`config.mk`:
```
export PLATFORM = sky130hd
export DESIGN_NAME = watermark_embedder_core
export DESIGN_NICKNAME = d
export VERILOG_FILES = /design/src/rtl/watermark_embedder_core.sv
export SDC_FILE = /design/constraint.sdc
export NUM_CORES = 2
export LEC_CHECK = 0
export CORE_ASPECT_RATIO = 1.5
export CORE_MARGIN = 4
export CORE_UTILIZATION = 45
export CTS_CLUSTER_SIZE = 25
export DETAILED_ROUTE_END_ITERATION = 7
export HOLD_SLACK_MARGIN = 0.02
export MAX_ROUTING_LAYER = met4
export PLACE_DENSITY = 0.68
export SETUP_SLACK_MARGIN = 0.15
export SYNTH_ARGS = -nofsm -noshare
export SYNTH_HDL_FRONTEND = slang
export SYNTH_SLANG_ARGS = --single-unit
```
`constraint.sdc`:
```
create_clock -name clk -period 2.5 [get_ports clk]
set_input_delay 0.75 -clock clk [delete_from_list [all_inputs] [get_ports clk]]
set_output_delay 0.75 -clock clk [all_outputs]
set_load 0.01 [all_outputs]
```
`src/rtl/watermark_embedder_core.sv`:
```
// watermark_embedder_core
//   Streaming bit-plane watermark embedder. Each host pixel accepted on s_*
//   leaves on m_* one cycle later with bit BIT_POS replaced by
//   wm[cnt mod WM_BITS], so the stored watermark tiles the image in raster order.
//
// Ports
//   clk, rst             clock, synchronous active-high reset
//   start / done / busy  job control (start pulse, one-cycle done, busy != IDLE)
//   wm_wr_*              watermark bit write port (honoured in IDLE only)
//   s_valid/s_ready/s_pixel          host pixel input stream
//   m_valid/m_ready/m_pixel/m_last   watermarked pixel output stream
module watermark_embedder_core #(
  parameter int PIX_W      = 8,
  parameter int IMG_PIXELS = 65536,
  parameter int WM_BITS    = 1024,
  parameter int BIT_POS    = 0
) (
  input  logic                       clk,
  input  logic                       rst,
  input  logic                       start,
  output logic                       done,
  output logic                       busy,
  input  logic                       wm_wr_en,
  input  logic [$clog2(WM_BITS)-1:0] wm_wr_addr,
  input  logic                       wm_wr_data,
  input  logic                       s_valid,
  output logic                       s_ready,
  input  logic [PIX_W-1:0]           s_pixel,
  output logic                       m_valid,
  input  logic                       m_ready,
  output logic [PIX_W-1:0]           m_pixel,
  output logic                       m_last
);

  localparam int IW = $clog2(WM_BITS);
  localparam int CW = $clog2(IMG_PIXELS + 1);

  typedef enum logic [1:0] {IDLE, RUN, FLUSH, DONE} state_t;

  state_t            state, state_nxt;
  logic [CW-1:0]     cnt;
  logic [WM_BITS-1:0] wm;
  logic [IW-1:0]     wm_idx;
  logic              accept;
  logic              last_pix;
  logic [PIX_W-1:0]  pix_emb;

  // WM_BITS is a power of two, so cnt mod WM_BITS is just the low bits of cnt.
  // A small image with a large watermark can leave cnt narrower than the index.
  generate
    if (CW >= IW) begin : g_idx_slice
      assign wm_idx = cnt[IW-1:0];
    end else begin : g_idx_ext
      assign wm_idx = {{(IW-CW){1'b0}}, cnt};
    end
  endgenerate

  assign last_pix = (cnt == CW'(IMG_PIXELS - 1));
  assign accept   = s_valid && s_ready;

  always_comb begin
    pix_emb          = s_pixel;
    pix_emb[BIT_POS] = wm[wm_idx];
  end

  // Watermark storage: not reset, frozen while a job is in progress.
  always_ff @(posedge clk) begin
    if (state == IDLE && wm_wr_en)
      wm[wm_wr_addr] <= wm_wr_data;
  end

  always_ff @(posedge clk) begin
    if (rst) state <= IDLE;
    else     state <= state_nxt;
  end

  always_comb begin
    state_nxt = state;
    s_ready   = 1'b0;
    busy      = 1'b1;
    done      = 1'b0;
    case (state)
      IDLE: begin
        busy = 1'b0;
        if (start) state_nxt = RUN;
      end
      RUN: begin
        // Single output register: refill in the same cycle it drains.
        s_ready = !m_valid || m_ready;
        if (s_valid && (!m_valid || m_ready) && last_pix) state_nxt = FLUSH;
      end
      FLUSH: begin
        if (m_valid && m_ready && m_last) state_nxt = DONE;
      end
      DONE: begin
        done      = 1'b1;
        state_nxt = IDLE;
      end
      default: state_nxt = IDLE;
    endcase
  end

  always_ff @(posedge clk) begin
    if (rst) begin
      cnt     <= '0;
      m_valid <= 1'b0;
      m_pixel <= '0;
      m_last  <= 1'b0;
    end else begin
      if (state == IDLE && start) cnt <= '0;
      if (accept) begin
        m_pixel <= pix_emb;
        m_valid <= 1'b1;
        m_last  <= last_pix;
        cnt     <= cnt + CW'(1);
      end else if (m_valid && m_ready) begin
        m_valid <= 1'b0;
        m_last  <= 1'b0;
      end
    end
  end

endmodule

```
==> flow_summary.ini <==
[timing]
max-slew-margin-rel = 0.629
holdWs_ns = 0.452
fin_crit_ns = 2.92
tns_ns = -0.420
worst_pin_slew_ns = 0.553
hold_viol = 0
timing.final.max_slew_violations = 0
setup_viol = 1
fmax_mhz = 342
finalClockSkew_ns = 0.0191
rsz0062_at_grt = true
setup_ws_ns = -0.420
fin_crit_sh = 1.17

[yosys]
synth_edf_count = 1024
synthFlopType = edfxtp_1
yosysSeqAreaShare = 0.675
synth.avg_cell_area_um2 = 14.1
yosys.area.top_type = edfxtp_1
synth_area_leaders = edfxtp_1 (66%), nor2_1 (8.6%), mux4_2 (8.4%), mux4_1 (2.6%), mux2i_1 (2.2%)
synth.most_common_cell = nor2_1
yosys_warnings = 0
syn_nets = 3312
async_reset_ff_frac = 0
ys_ff_latch = 1053
synth_top_cell_area_share = 0.663
synthCells = 3280
syn_area_um2 = 46400
yosysUniqueCellTypes = 71
synth_commonest_cells = nor2_1 (1062), edfxtp_1 (1024), clkbuf_1 (190), mux4_2 (172), nand2_1 (137)

[global_routing]
overflow = 0
grt_first_pass_wirelength_um = 203000
antenna_found_initial = 2
track_usage = 0.263
met1_usage = 0.303
met2_usage = 0.443
grt_util_met3 = 0.0429
grt_start_max_net_pins = 127
top_usage_layer = met2
grt_pass1_vias = 30000

[clock_network]
cts_tree = yes
cts.sinks = 1053
clockBufferDepth = 3
ctsHtreeMaxLevel = 3
cts_buffers = 93
insertion_delay_ns = 0.69
root_buffer = clkbuf_16
cts.clk_slew.worst_paths_ns = 0.07
ctsHoldBuffers = 0

[pwr]
p_leak_nw = 17.2
total_power_mw = 39.0
internal_power_mw = 30.0
p_per_area_nw_per_um2 = 700
power_frac_clock = 0.386
switchingPower_mw = 8.99
sw_frac_of_total = 0.230
vdd_ir_drop_max_mv = 0.537
p_seq_frac = 0.498
pwr-share-comb = 0.116

[placement]
gp_congestion = 0.902
port-buffer-count = 36
place_inst = 4766
post-place-ws_ns = -0.506
dp_hpwl_um = 88400
place_area_um2 = 51800

[drt]
finalWirelength_um = 142000
drt_iter0_drc = 4445
viasPerCell = 6.13
drt_pass1_iterations = 7
wire_per_inst_um = 28.5
vias = 30600
drc = 0
ant_nets = 0

[run_status]
status = complete, but fails checks
violations = setup timing

[final_layout]
final_nets = 3625
stdcell_count = 4987
layout-drive-gt1-share = 0.241
fin_util = 0.544
areaGrowthSynthToFinish_pct = 20.2
fill_cells = 7990
fin_area_um2 = 55700

[die]
die-area_um2 = 108000
die_w_um = 270
start_util = 0.452
coreArea_um2 = 103000
die_height_um = 401
io_pins = 38
rows = 144

[setup_path]
crit_chain = buf_12, buf_16, buf_4, mux4_1, o21ai_0, nand3_1, a31oi_1, o211ai_1, nor4_4, a211oi_2
slowest_delay_ns = 0.60
cp-start-kind = flip-flop
worstPathMaxFanout = 7
cpMaxStageDelayCell = mux4_1
cp.required_ns = 3.06
worst_ep_arrival_time_ns = 3.48
end_kind = flip-flop
criticalPathCategory = reg2reg

[flow_run]
cap_viol_max_count = 0

[worst_hold_path]
min_path_type = reg2reg
==> final timing paths <==
path | startpoint | endpoint | slack [ns] | depth (start not counted)
worst min register to register | m_pixel[1] | m_pixel[1] | 0.45 | 2
worst min-delay path | m_pixel[1] | m_pixel[1] | 0.45 | 2
worst max register to register | cnt[0] | m_pixel[0] | -0.42 | 10
worst max-delay path | cnt[0] | m_pixel[0] | -0.42 | 10
==> metal layers <==
| layer | wire length (um) | share of wire |
|---|---|---|
| met1 | 47300 | 0.33 |
| met2 | 72400 | 0.51 |
| met3 | 13400 | 0.094 |
| met4 | 9160 | 0.064 |
| met5 | 0 | 0 |
==> state kept, by name (all words and copies together) (netlist names) <==
signal,cells
m_pixel,8
m_valid,1
state,2
m_last,1
wm,1024
cnt,17
==> placed cells by master, fill, tap and decap left out, types with 45 or more instances in the layout <==
cell type,netlist,layout
clkbuf_16,0,98
buf_12,11,140
buf_4,14,313
mux4_2,172,173
mux4_1,46,45
nand3_1,73,69
edfxtp_1,1024,1024
mux2i_1,104,102
nor2_1,1062,1058
nand2_1,137,123
==> layout make-up <==
class	instances	area (um^2)	share of cell area
diodes	2	5.00	0.0000898
flip-flops and latches	1053	31400	0.562
inverters	8	32.5	0.000584
repair buffers	508	5840	0.105
well taps	1314	1640	0.0295
multi-input cells	1929	13700	0.246
clock inverters	66	757	0.0136
clock buffers	107	2380	0.0427
==> cell families (layout without fill, tap and decap cells) <==
kind of cell,after synthesis,after routing,share of synthesized area
AOI/OAI and AO/OA,213,213,0.0340
xor gates and xnor gates,3,3,0.000567
adders and majority gates,7,7,0.00189
and+or+nand+nor,1379,1379,0.120
muxes,327,327,0.133
other,0,2,0
DFF,1053,1053,0.675
buffers and inverters,298,689,0.0349
==> power groups by stage <==
stage               clock network [mW]  logic (mW)  registers (mW)
floorplan                            0        2.48            19.8
global placement                     0        3.96            19.8
detailed placement                   0        4.01            19.8
CTS                               15.2        4.06            19.4
global route                      15.9        4.74            19.4
finish                            15.1        4.53            19.4
==> what timing repair did <==
item                       4_1_cts  5_1_grt
pin swaps                        1       13
gates cloned                     0        5
setup buffers                    4       37
setup endpoints to repair       30        9
hold endpoints to repair         0        0
resized for setup               40       55
==> critical path, delay by kind of cell (launching register included) <==
family / cells / cell delay (ns)
compound gates: 4 / 0.79
buf+inv: 3 / 0.49
flops: 1 / 0.45
mux: 1 / 0.60
simple gates: 2 / 0.45
Power figures use the tool's default switching activity.
